### config.mk
export PLATFORM = sky130hd
export DESIGN_NAME = ltl_report_collector_c3
export DESIGN_NICKNAME = d
export VERILOG_FILES = /design/src/rtl/ltl_report_collector_c3.sv
export SDC_FILE = /design/constraint.sdc
export NUM_CORES = 1
export LEC_CHECK = 0
export BUFFER_PORTS_ARGS = -buffer_cell sky130_fd_sc_hd__clkbuf_2
export CORE_MARGIN = 3
export CORE_UTILIZATION = 25
export CTS_CLUSTER_SIZE = 20
export DETAILED_ROUTE_END_ITERATION = 16
export GPL_TIMING_DRIVEN = 0
export PLACE_DENSITY = 0.47
export SLEW_MARGIN = 15
export SYNTH_ARGS = -nofsm -noshare
export SYNTH_HDL_FRONTEND = slang
export SYNTH_SLANG_ARGS = --single-unit
### constraint.sdc
create_clock -name clk -period 8.6 [get_ports clk]
set_input_delay 1.72 -clock clk [delete_from_list [all_inputs] [get_ports clk]]
set_output_delay 1.72 -clock clk [all_outputs]
set_load 0.01 [all_outputs]
### src/rtl/ltl_report_collector_c3.sv
// Collects cluster-3 stage-0 LTL report lines into timestamped records and buffers
// them in a first-word-fall-through FIFO drained over a valid/ready interface.
module ltl_report_collector_c3 #(
    parameter int unsigned NUM_REPORTS = 40,
    parameter int unsigned TS_WIDTH    = 32,
    parameter int unsigned FIFO_DEPTH  = 8,
    parameter int unsigned DROP_WIDTH  = 16
) (
    input  logic                          clk,
    input  logic                          reset,
    input  logic                          run,
    input  logic [NUM_REPORTS-1:0]        report_in,
    output logic                          rec_valid,
    input  logic                          rec_ready,
    output logic [TS_WIDTH-1:0]           rec_ts,
    output logic [NUM_REPORTS-1:0]        rec_reports,
    output logic [$clog2(FIFO_DEPTH):0]   fill_level,
    output logic [DROP_WIDTH-1:0]         drop_count,
    output logic                          overflow,
    input  logic                          clear_overflow
);

    localparam int unsigned PTR_W  = $clog2(FIFO_DEPTH);
    localparam int unsigned FILL_W = PTR_W + 1;
    localparam int unsigned REC_W  = TS_WIDTH + NUM_REPORTS;

    logic [REC_W-1:0]    mem [FIFO_DEPTH];
    logic [PTR_W-1:0]    wr_ptr;
    logic [PTR_W-1:0]    rd_ptr;
    logic [TS_WIDTH-1:0] ts;
    logic [REC_W-1:0]    head_c;
    logic                push_req_c;
    logic                pop_c;
    logic                full_c;
    logic                push_c;
    logic                drop_c;

    // A full FIFO still accepts a push when the head leaves at the same edge.
    assign rec_valid  = (fill_level != '0);
    assign full_c     = (fill_level == FILL_W'(FIFO_DEPTH));
    assign pop_c      = rec_valid & rec_ready;
    assign push_req_c = run & (|report_in);
    assign push_c     = push_req_c & (~full_c | pop_c);
    assign drop_c     = push_req_c & full_c & ~pop_c;

    // Head is gated so an empty FIFO presents zeros rather than stale storage.
    assign head_c      = mem[rd_ptr];
    assign rec_ts      = rec_valid ? head_c[REC_W-1:NUM_REPORTS] : '0;
    assign rec_reports = rec_valid ? head_c[NUM_REPORTS-1:0] : '0;

    always_ff @(posedge clk) begin
        if (reset) begin
            ts <= '0;
        end else if (run) begin
            ts <= ts + TS_WIDTH'(1);
        end
    end

    always_ff @(posedge clk) begin
        if (!reset && push_c) begin
            mem[wr_ptr] <= {ts, report_in};
        end
    end

    always_ff @(posedge clk) begin
        if (reset) begin
            wr_ptr     <= '0;
            rd_ptr     <= '0;
            fill_level <= '0;
        end else begin
            if (push_c) begin
                wr_ptr <= wr_ptr + PTR_W'(1);
            end
            if (pop_c) begin
                rd_ptr <= rd_ptr + PTR_W'(1);
            end
            if (push_c && !pop_c) begin
                fill_level <= fill_level + FILL_W'(1);
            end else if (pop_c && !push_c) begin
                fill_level <= fill_level - FILL_W'(1);
            end
        end
    end

    // A drop coinciding with a clear leaves exactly that one drop recorded.
    always_ff @(posedge clk) begin
        if (reset) begin
            drop_count <= '0;
            overflow   <= 1'b0;
        end else if (drop_c) begin
            overflow <= 1'b1;
            if (clear_overflow) begin
                drop_count <= DROP_WIDTH'(1);
            end else if (drop_count != '1) begin
                drop_count <= drop_count + DROP_WIDTH'(1);
            end
        end else if (clear_overflow) begin
            overflow   <= 1'b0;
            drop_count <= '0;
        end
    end

endmodule

==> results of run 1 <==
worst min-delay path by stage:
stage | end | from
floorplan | register | rd_ptr[1]
global placement | overflow | overflow
detailed placement | overflow | overflow
CTS | overflow | overflow
global route | overflow | overflow
finish | overflow | overflow
cells by family (layout without fill, tap and decap cells):
logic type / after synthesis / after routing
flops: 638 / 638
simple gates: 240 / 240
mux: 220 / 220
buf+inv: 75 / 408
compound gates: 52 / 52
xor+xnor: 32 / 32
fa+ha+maj: 8 / 8
layer usage:
layer | wire (um) | up-vias | global-route usage [%] | part of all wire, %
met5 | 23 | - | 0 | 0.037
met4 | 1095 | 4 | 2.791 | 1.7
met3 | 2919 | 84 | 2.505 | 4.6
met2 | 31350 | 299 | 20.99 | 50
met1 | 27460 | 6793 | 16.00 | 44
li1 | - | 5706 | - | -
synthesized netlist by cell type, drive strengths merged (15+ instances only):
library cell	number
xnor2	21
nor2	113
nor3	18
clkbuf	34
mux2i	76
nand2	22
dfxtp	62
buf	27
nor4	15
edfxtp	576
a21oi	24
mux4	144
state kept, by name (all words and copies together), names as in the netlist, named ones only:
signal      count
rd_ptr          3
fill_level      4
drop_count     16
overflow        1
ts             32
mem           576
wr_ptr          3
power by group:
part / switching [W] / internal (W) / total, W
sequential: 0.0000304 / 0.00344 / 0.00347
combinational: 0.00107 / 0.000830 / 0.00190
clock: 0.00122 / 0.00179 / 0.00301
total: 0.00232 / 0.00606 / 0.00838
stage by stage:
stage	power [W]	setup slack (ns)	hold slack, ns
finish	0.008382	2.818	0.4808
global route	0.008787	2.599	0.5307
CTS	0.008559	2.711	0.4848
detailed placement	0.005526	2.803	0.4706
global placement	0.005500	-7.457	0.4676
floorplan	0.004730	0.03370	0.4541
worst register-to-register path, delay by kind of cell (launching register included):
family                 cells  cell delay (ns)
buffers and inverters      5             1.13
AND/OR/NAND/NOR            3             1.49
flip-flops                 1             0.46
AO/OA/AOI/OAI              2             0.31
area by class of cell:
| class | instances | area (sq um) |
|---|---|---|
| Clock inverter | 32 | 385.4 |
| Tap cell | 1276 | 1597 |
| Multi-Input combinational cell | 552 | 5967 |
| Clock buffer | 95 | 1919 |
| Inverter | 14 | 52.55 |
| Buffer | 61 | 235.2 |
| Timing Repair Buffer | 206 | 1513 |
| Sequential cell | 638 | 18540 |
| Fill cell | 9479 | 67210 |
==> reports/results.txt, run 1 <==
CTS Buffer Depth: 3
FFs w/ async S/R, synth: 0%
Critical path required time: 6.88 ns
Synth Area in Simple Gates: 4.827%
Worst path cell trace: clkbuf_1 -> clkbuf_1 -> buf_1 -> mux4_2 -> mux2i_1 -> nor2_1 -> clkbuf_2
H-tree levels: 3
CTS tree: done
Pwr Density: 277.5 nW/um^2
Clock root cell: clkbuf_16
RePlAce Congestion: 0.7128
Worst hold path class: register to register
Most common cell after layout, fill and taps aside: edfxtp_1
Mapped Cells: 1265
Crit path to: rec_ts[29]
Post-synth EDFFs: 576
Top Ports: 139
CP most frequent cell: clkbuf_1
Clock Latency Late Sink: 0.61 ns
Post-DRT Antenna Nets: 0
Detail-routed via count per cell: 4.484
Mapped cell area: 24730 sq um
Die width: 320.5 um
Largest family of logic cells by synthesized area: multiplexers
Postcts setup bufs: 0
Post-synth cell types: 41
Tcrit/Tclk final: 67.23%
Synth area leader: edfxtp_1
DRC violations left: 0
Max rail drop VDD: 150.2 uV
Status: completed
Flop and latch count out of synthesis: 638
Clk sinks: 638
Synth Area in Adders: 0.4352%
Crit-path leading delay family: buffers and inverters
Hold bufs inserted after CTS: 0
Setup TNS: 0 ns
Reg2reg path depth: 10
Layout cells sized above 1: 29.41%
Final Hold Vio Count: 0
Area share of the largest cell type after synthesis: 69.95%
Arr. time, crit path: 4.06 ns
I/O Buffers: 137
Fin util: 31.01%
Final #Nets: 1597
Placed instance count: 2746
Top cells by area, synth: edfxtp_1 (70%), mux4_2 (13%), dfxtp_1 (5.0%), mux2i_1 (3.1%), nor2_1 (1.7%)
Fmax: 172.9 MHz
Die area: 102700 sq um
Xor and xnor area share after synthesis: 1.133%
Final count of pins violating max slew: 0
Vias: 12890
Initial DRC count: 957
CP max FO: 10
Fin cells: 2874
RSZ-0062 raised after global routing: no
# diodes: 0
Rel. slew slack: 29.99%
Drt first pass iters: 5
Global-route wire length before repair: 93090 um
Overall global routing resource usage: 12.25%
Final Instance Area: 30210 sq um
Dpl cell area: 27890 sq um
Starting Density: 25.38%
Num CTS Buffers: 71
Sequential fraction of the synthesis area: 74.97%
Min Tclk post-route: 5.782 ns
CP bufs+invs: 4
Flop-to-flop setup slack: 4.91 ns
Rows: 114
Instance count on the critical path: 7
Main synth FF type: edfxtp_1
Die height: 320.5 um
Worst setup EP type: primary output
Max cap viols: 0
Vias in the first global route: 13870
WHS Path Cells: 2
Post-synth net total: 1318
Leakage: 9.574 nW
Origin of the critical flop-to-flop path: fill_level[0]
Resize count post-CTS: 0
Total grt overflow: 0
WL per Instance: 21.87 um
Clk_skew: 0.01534 ns
Endpoints failing setup: 0
Synth Area in Compound Gates: 1.280%
Setup CP Type: register to primary output
Clock transition at path regs: 0.06 ns
Initial antenna violation count: 2
RR Endpoint: mem[2][4]
Pin count of the biggest net entering global routing: 20
CP max stage cell: clkbuf_1
Mux contribution to synthesized area: 16.19%
Drt total wl: 62850 um
Syn avg cell area: 19.55 sq um
Slew @ Worst Pin: 1.050 ns
Area grow syn2layout: 22.16%
Hpwl dp: 43110 um
Commonest non-fill, non-tap cells in the layout: edfxtp_1 (576), mux4_2 (144), clkbuf_2 (137), nor2_1 (110), mux2i_1 (76)
CP max stage delay: 0.73 ns
CORE AREA: 97420 sq um
Ys Warns: 0
CP Launch Type: register
No activity file was read; power rests on OpenSTA's default activity.
==> run 2, diff against run 1 <==
--- a/config.mk
+++ b/config.mk
@@ -11,7 +11,7 @@
 export CTS_CLUSTER_SIZE = 20
 export DETAILED_ROUTE_END_ITERATION = 16
 export GPL_TIMING_DRIVEN = 0
-export PLACE_DENSITY = 0.47
+export PLACE_DENSITY = 0.45
 export SLEW_MARGIN = 15
 export SYNTH_ARGS = -nofsm -noshare
 export SYNTH_HDL_FRONTEND = slang
==> constraint.sdc (replaced) <==
create_clock -name clk -period 5.8 [get_ports clk]
set_input_delay 1.16 -clock clk [delete_from_list [all_inputs] [get_ports clk]]
set_output_delay 1.16 -clock clk [all_outputs]
set_load 0.01 [all_outputs]
==> run 2 against run 1 <==
Against the previous run: combinational power up 48%; total power up 48%; global-route usage up 0.052 points; critical path type unchanged; highest routed layer is now met4.
==> reports/results.txt, run 2 (synthesis results as in run 1) <==
Int Pwr: 0.008924 W
Resize count post-CTS: 0
Commonest non-fill, non-tap cells in the layout: edfxtp_1 (576), mux4_2 (144), clkbuf_2 (137), nor2_1 (110), mux2i_1 (76)
Max rail drop VDD: 185.4 uV
Min Tclk post-route: 5.361 ns
Most common cell after layout, fill and taps aside: edfxtp_1
Hpwl dp: 42530 um
Max FFs per register: 576
Endpoints failing setup: 0
Pwr Density: 408.5 nW/um^2
Status: completed
CORE AREA: 97420 sq um
Starting Density: 25.38%
CP most frequent cell: clkbuf_1
Global-route wire length before repair: 92990 um
Vias: 12870
CP Launch Type: register
CTS Buffer Depth: 3
Power, Total: 0.01238 W
Rows: 114
Worst hold slack: 0.4801 ns
Final Instance Area: 30310 sq um
Switch share: 27.93%
Setup CP Type: register to primary output
I/O Buffers: 137
Clk_skew: 0.02617 ns
Die width: 320.5 um
Tcrit/Tclk final: 92.44%
CP max stage cell: clkbuf_1
Initial antenna violation count: 0
Layout cells sized above 1: 28.80%
Dpl cell area: 28020 sq um
Max cap viols: 0
Overall global routing resource usage: 12.30%
Detail-routed via count per cell: 4.493
Hold bufs inserted after CTS: 0
RSZ-0062 raised after global routing: no
H-tree levels: 3
Arr. time, crit path: 4.20 ns
Total grt overflow: 0
Top Ports: 139
Net Switching: 0.003458 W
Final #Nets: 1582
Post-DRT Antenna Nets: 0
Origin of the critical flop-to-flop path: fill_level[0]
Num CTS Buffers: 71
Clock Latency Late Sink: 0.61 ns
Fill count: 9455
Die height: 320.5 um
Postcts setup bufs: 0
Largest register by flop count: mem
Clock Power Share: 35.6%
Share of power burned in registers: 41.6%
Clock transition at path regs: 0.06 ns
Clock root cell: clkbuf_16
Biggest regs: mem (576), ts (32), drop_count (16)
Rel. slew slack: 21.87%
WL per Instance: 22.03 um
Clk sinks: 638
Vias in the first global route: 13740
Worst path cell trace: clkbuf_1 -> clkbuf_1 -> buf_1 -> mux4_2 -> mux2i_1 -> nor2_1 -> clkbuf_2
Worst setup EP type: primary output
Logic pwr share: 22.8%
Area grow syn2layout: 22.59%
Pin count of the biggest net entering global routing: 21
RePlAce Congestion: 0.7148
Final count of pins violating max slew: 0
Critical path required time: 4.64 ns
Slew @ Worst Pin: 1.172 ns
Hold Startpoint: overflow
DRC violations left: 0
CP max stage delay: 0.76 ns
Fmax: 186.5 MHz
CTS tree: done
Drt total wl: 63100 um
Drt first pass iters: 5
Die area: 102700 sq um
Worst hold path class: register to register
Final Hold Vio Count: 0
Initial DRC count: 845
CP max FO: 10
Leakage: 9.525 nW
run 2: layout make-up:
cell class                 instances  area [sq um]  share of cell area (%)
clock inverter                    39         400.4                   1.321
multi-input combinational        552          5992                   19.77
timing repair buffer             191          1610                   5.312
antenna                            1         2.502                0.008255
sequential                       638         18540                   61.16
inverter                          14         52.55                  0.1734
tap                             1276          1597                   5.267
clock buffer                      92          1886                   6.220
buffer                            61         235.2                  0.7760
run 2: per-layer routing:
| layer | track usage, % | part of all wire (%) | up-vias |
|---|---|---|---|
| met2 | 20.86 | 50 | 273 |
| met5 | 0 | 0 | - |
| met1 | 16.18 | 44 | 6828 |
| met3 | 2.303 | 4.2 | 89 |
| met4 | 3.353 | 2.2 | 0 |
| li1 | - | - | 5679 |
run 2: power groups by stage:
stage	Sequential [W]	Combinational [W]	Clock [W]
5_1_grt	0.00516	0.00310	0.00474
3_5_place_dp	0.00525	0.00295	0
4_1_cts	0.00515	0.00296	0.00455
6_report	0.00515	0.00282	0.00441
2_1_floorplan	0.00525	0.00176	0
3_3_place_gp	0.00526	0.00286	0
run 2: path summary, 6_finish.rpt:
path / slack [ns] / cells after the start / end
worst max register to register: 2.39 / 10 / mem[2][29]
worst min register to register: 0.48 / 2 / overflow
worst max-delay path: 0.44 / 7 / rec_ts[28]
worst min-delay path: 0.48 / 2 / overflow
run 2: stage by stage:
stage / worst slack [ns] / TNS [ns] / util (%) / cells
finish: 0.4385 / 0 / 31.12 / 2864
floorplan: 0.005028 / 0 / - / 1265
CTS: 0.3253 / 0 / 31.11 / 2863
detailed placement: 0.5275 / 0 / 28.77 / 2732
global placement: -4.580 / -2334.59 / 27.76 / 2678
global route: 0.1587 / 0 / 31.11 / 2863
run 2: critical path: cells and delay by family, from the launching register on:
| kind | cells | cell delay, ns |
|---|---|---|
| buffers and inverters | 4 | 2.40 |
| flip-flops | 1 | 0.30 |
| multiplexers | 2 | 0.43 |
| AND/OR/NAND/NOR | 1 | 0.45 |
==> run 3, diff against run 2 <==
--- a/config.mk
+++ b/config.mk
@@ -11,7 +11,7 @@
 export CTS_CLUSTER_SIZE = 20
 export DETAILED_ROUTE_END_ITERATION = 16
 export GPL_TIMING_DRIVEN = 0
-export PLACE_DENSITY = 0.45
+export PLACE_DENSITY = 0.38
 export SLEW_MARGIN = 15
 export SYNTH_ARGS = -nofsm -noshare
 export SYNTH_HDL_FRONTEND = slang
==> run 3 against run 2 <==
Against the previous run: register-to-register slack better by 0.06 ns; combinational power is 1% higher; worst hold slack better by 0.0038 ns; total power hardly changed; setup slack better by 0.20 ns; non-clock buffer count is 2 higher; sequential cell count stayed put; clock-buffer cell count is 11 higher; clock skew is 0.0068 ns lower; global-route usage is 0.63 points higher; final cell count is 0.17% higher; clock power hardly changed.
==> reports/results.txt, run 3 (synthesis results as in run 1) <==
Initial antenna violation count: 2
Max rail drop VDD: 181.4 uV
Vias in the first global route: 13890
Max cap viols: 0
CP max stage cell: buf_1
Commonest non-fill, non-tap cells in the layout: edfxtp_1 (576), mux4_2 (144), clkbuf_2 (142), nor2_1 (110)
Rows: 114
Endpoints failing setup: 0
Die width: 320.5 um
CP max stage delay: 0.70 ns
Pin count of the biggest net entering global routing: 19
Area grow syn2layout: 22.71%
Vias: 12870
Largest register by flop count: mem
Top Ports: 139
Clock Power Share: 35.4%
Post-DRT Antenna Nets: 0
Net Switching: 0.003499 W
Initial DRC count: 875
Global-route wire length before repair: 97100 um
Max FFs per register: 576
Die area: 102700 sq um
Switch share: 28.24%
Biggest regs: mem (576), ts (32), drop_count (16)
Share of power burned in registers: 41.6%
Detail-routed via count per cell: 4.484
Clock Latency Late Sink: 0.61 ns
Die height: 320.5 um
Most common cell after layout, fill and taps aside: edfxtp_1
DRC violations left: 0
CTS Buffer Depth: 3
Worst path cell trace: clkbuf_1 -> clkbuf_1 -> buf_1 -> mux4_2 -> mux2i_1 -> nor2_1 -> clkbuf_2
Hpwl dp: 44340 um
CORE AREA: 97420 sq um
CTS tree: done
Hold bufs inserted after CTS: 0
Clock transition at path regs: 0.06 ns
Final #Nets: 1587
Final Hold Vio Count: 0
Fill count: 9515
Worst hold path class: register to register
Layout cells sized above 1: 29.10%
Postcts setup bufs: 0
Setup CP Type: register to primary output
Drt first pass iters: 5
Placed instance count: 2734
Clk_skew: 0.01934 ns
Starting Density: 25.38%
CP max FO: 10
Final count of pins violating max slew: 0
Num CTS Buffers: 74
Power, Total: 0.01239 W
Logic pwr share: 23.1%
RSZ-0062 raised after global routing: no
H-tree levels: 3
Fmax: 193.8 MHz
WL per Instance: 23.04 um
Critical path required time: 4.64 ns
Status: completed
Min Tclk post-route: 5.159 ns
Int Pwr: 0.008890 W
I/O Buffers: 137
Clock root cell: clkbuf_16
Leakage: 9.568 nW
Resize count post-CTS: 0
Tcrit/Tclk final: 88.94%
Drt total wl: 66100 um
Slew @ Worst Pin: 1.068 ns
Overall global routing resource usage: 12.93%
Rel. slew slack: 28.77%
Arr. time, crit path: 4.00 ns
Fin cells: 2869
Clk sinks: 638
Total grt overflow: 0
Pwr Density: 408.3 nW/um^2
CP most frequent cell: clkbuf_1
Worst setup EP type: primary output
CP Launch Type: register
RePlAce Congestion: 0.6932
[run 3: cell types whose count changed in the layout (fill, tap and decap cells not counted), sizes merged, moves of 2 or more]
cell / before / now
clkbuf: 263 / 278
clkinv: 25 / 23
bufinv: 6 / 1
buf: 81 / 79
clkinvlp: 4 / 1
[run 3: critical path, delay by kind of cell, from the launching register on]
family,cells,cell delay (ns)
buffers and inverters,4,2.24
AND/OR/NAND/NOR,1,0.41
multiplexers,2,0.43
flip-flops,1,0.30
[run 3: power by group through the flow]
| stage | clock (W) | sequential [W] | combinational [W] |
|---|---|---|---|
| floorplan | 0 | 0.00525 | 0.00176 |
| global placement | 0 | 0.00526 | 0.00291 |
| detailed placement | 0 | 0.00525 | 0.00300 |
| CTS | 0.00454 | 0.00515 | 0.00300 |
| global route | 0.00473 | 0.00516 | 0.00316 |
| finish | 0.00438 | 0.00515 | 0.00286 |
[run 3: path summary, 6_finish.rpt]
kind | cells after the start | to | slack [ns] | start
min reg2reg | 2 | rd_ptr[1] | 0.48 | rd_ptr[1]
max reg2reg | 9 | mem[3][7] | 2.45 | fill_level[0]
max | 7 | rec_ts[23] | 0.64 | register
min | 2 | rd_ptr[1] | 0.48 | rd_ptr[1]
[run 3: final cells by class]
class | count | area [sq um] | share of cell area, %
Timing Repair Buffer | 193 | 1642 | 5.410
Buffer | 61 | 241.5 | 0.7958
Sequential cell | 638 | 18540 | 61.09
Tap cell | 1276 | 1597 | 5.262
Antenna cell | 2 | 5.005 | 0.01649
Clock inverter | 30 | 202.7 | 0.6680
Clock buffer | 103 | 2073 | 6.833
Multi-Input combinational cell | 552 | 5992 | 19.75
Inverter | 14 | 52.55 | 0.1732
[run 3: routing by layer]
layer  routed length, um  global-route usage (%)  up-vias
met1               29640                   17.14     6807
met3                2836                   2.802       93
met4                1564                   3.455        0
met2               32060                   21.50      251
li1                    -                       -     5715
met5                   0                       0        -
[run 3: stage by stage]
stage	TNS [ns]	setup WS [ns]	area, sq um	hold slack (ns)	util [%]
5_1_grt	0	0.2600	30340	0.5015	31.14
6_report	0	0.6412	30340	0.4839	31.15
3_5_place_dp	0	0.5586	28060	0.4687	28.80
4_1_cts	0	0.2920	30330	0.4840	31.13
2_1_floorplan	0	0.005028	24760	0.4541	-
3_3_place_gp	-2569.23	-4.992	27040	0.4674	27.76
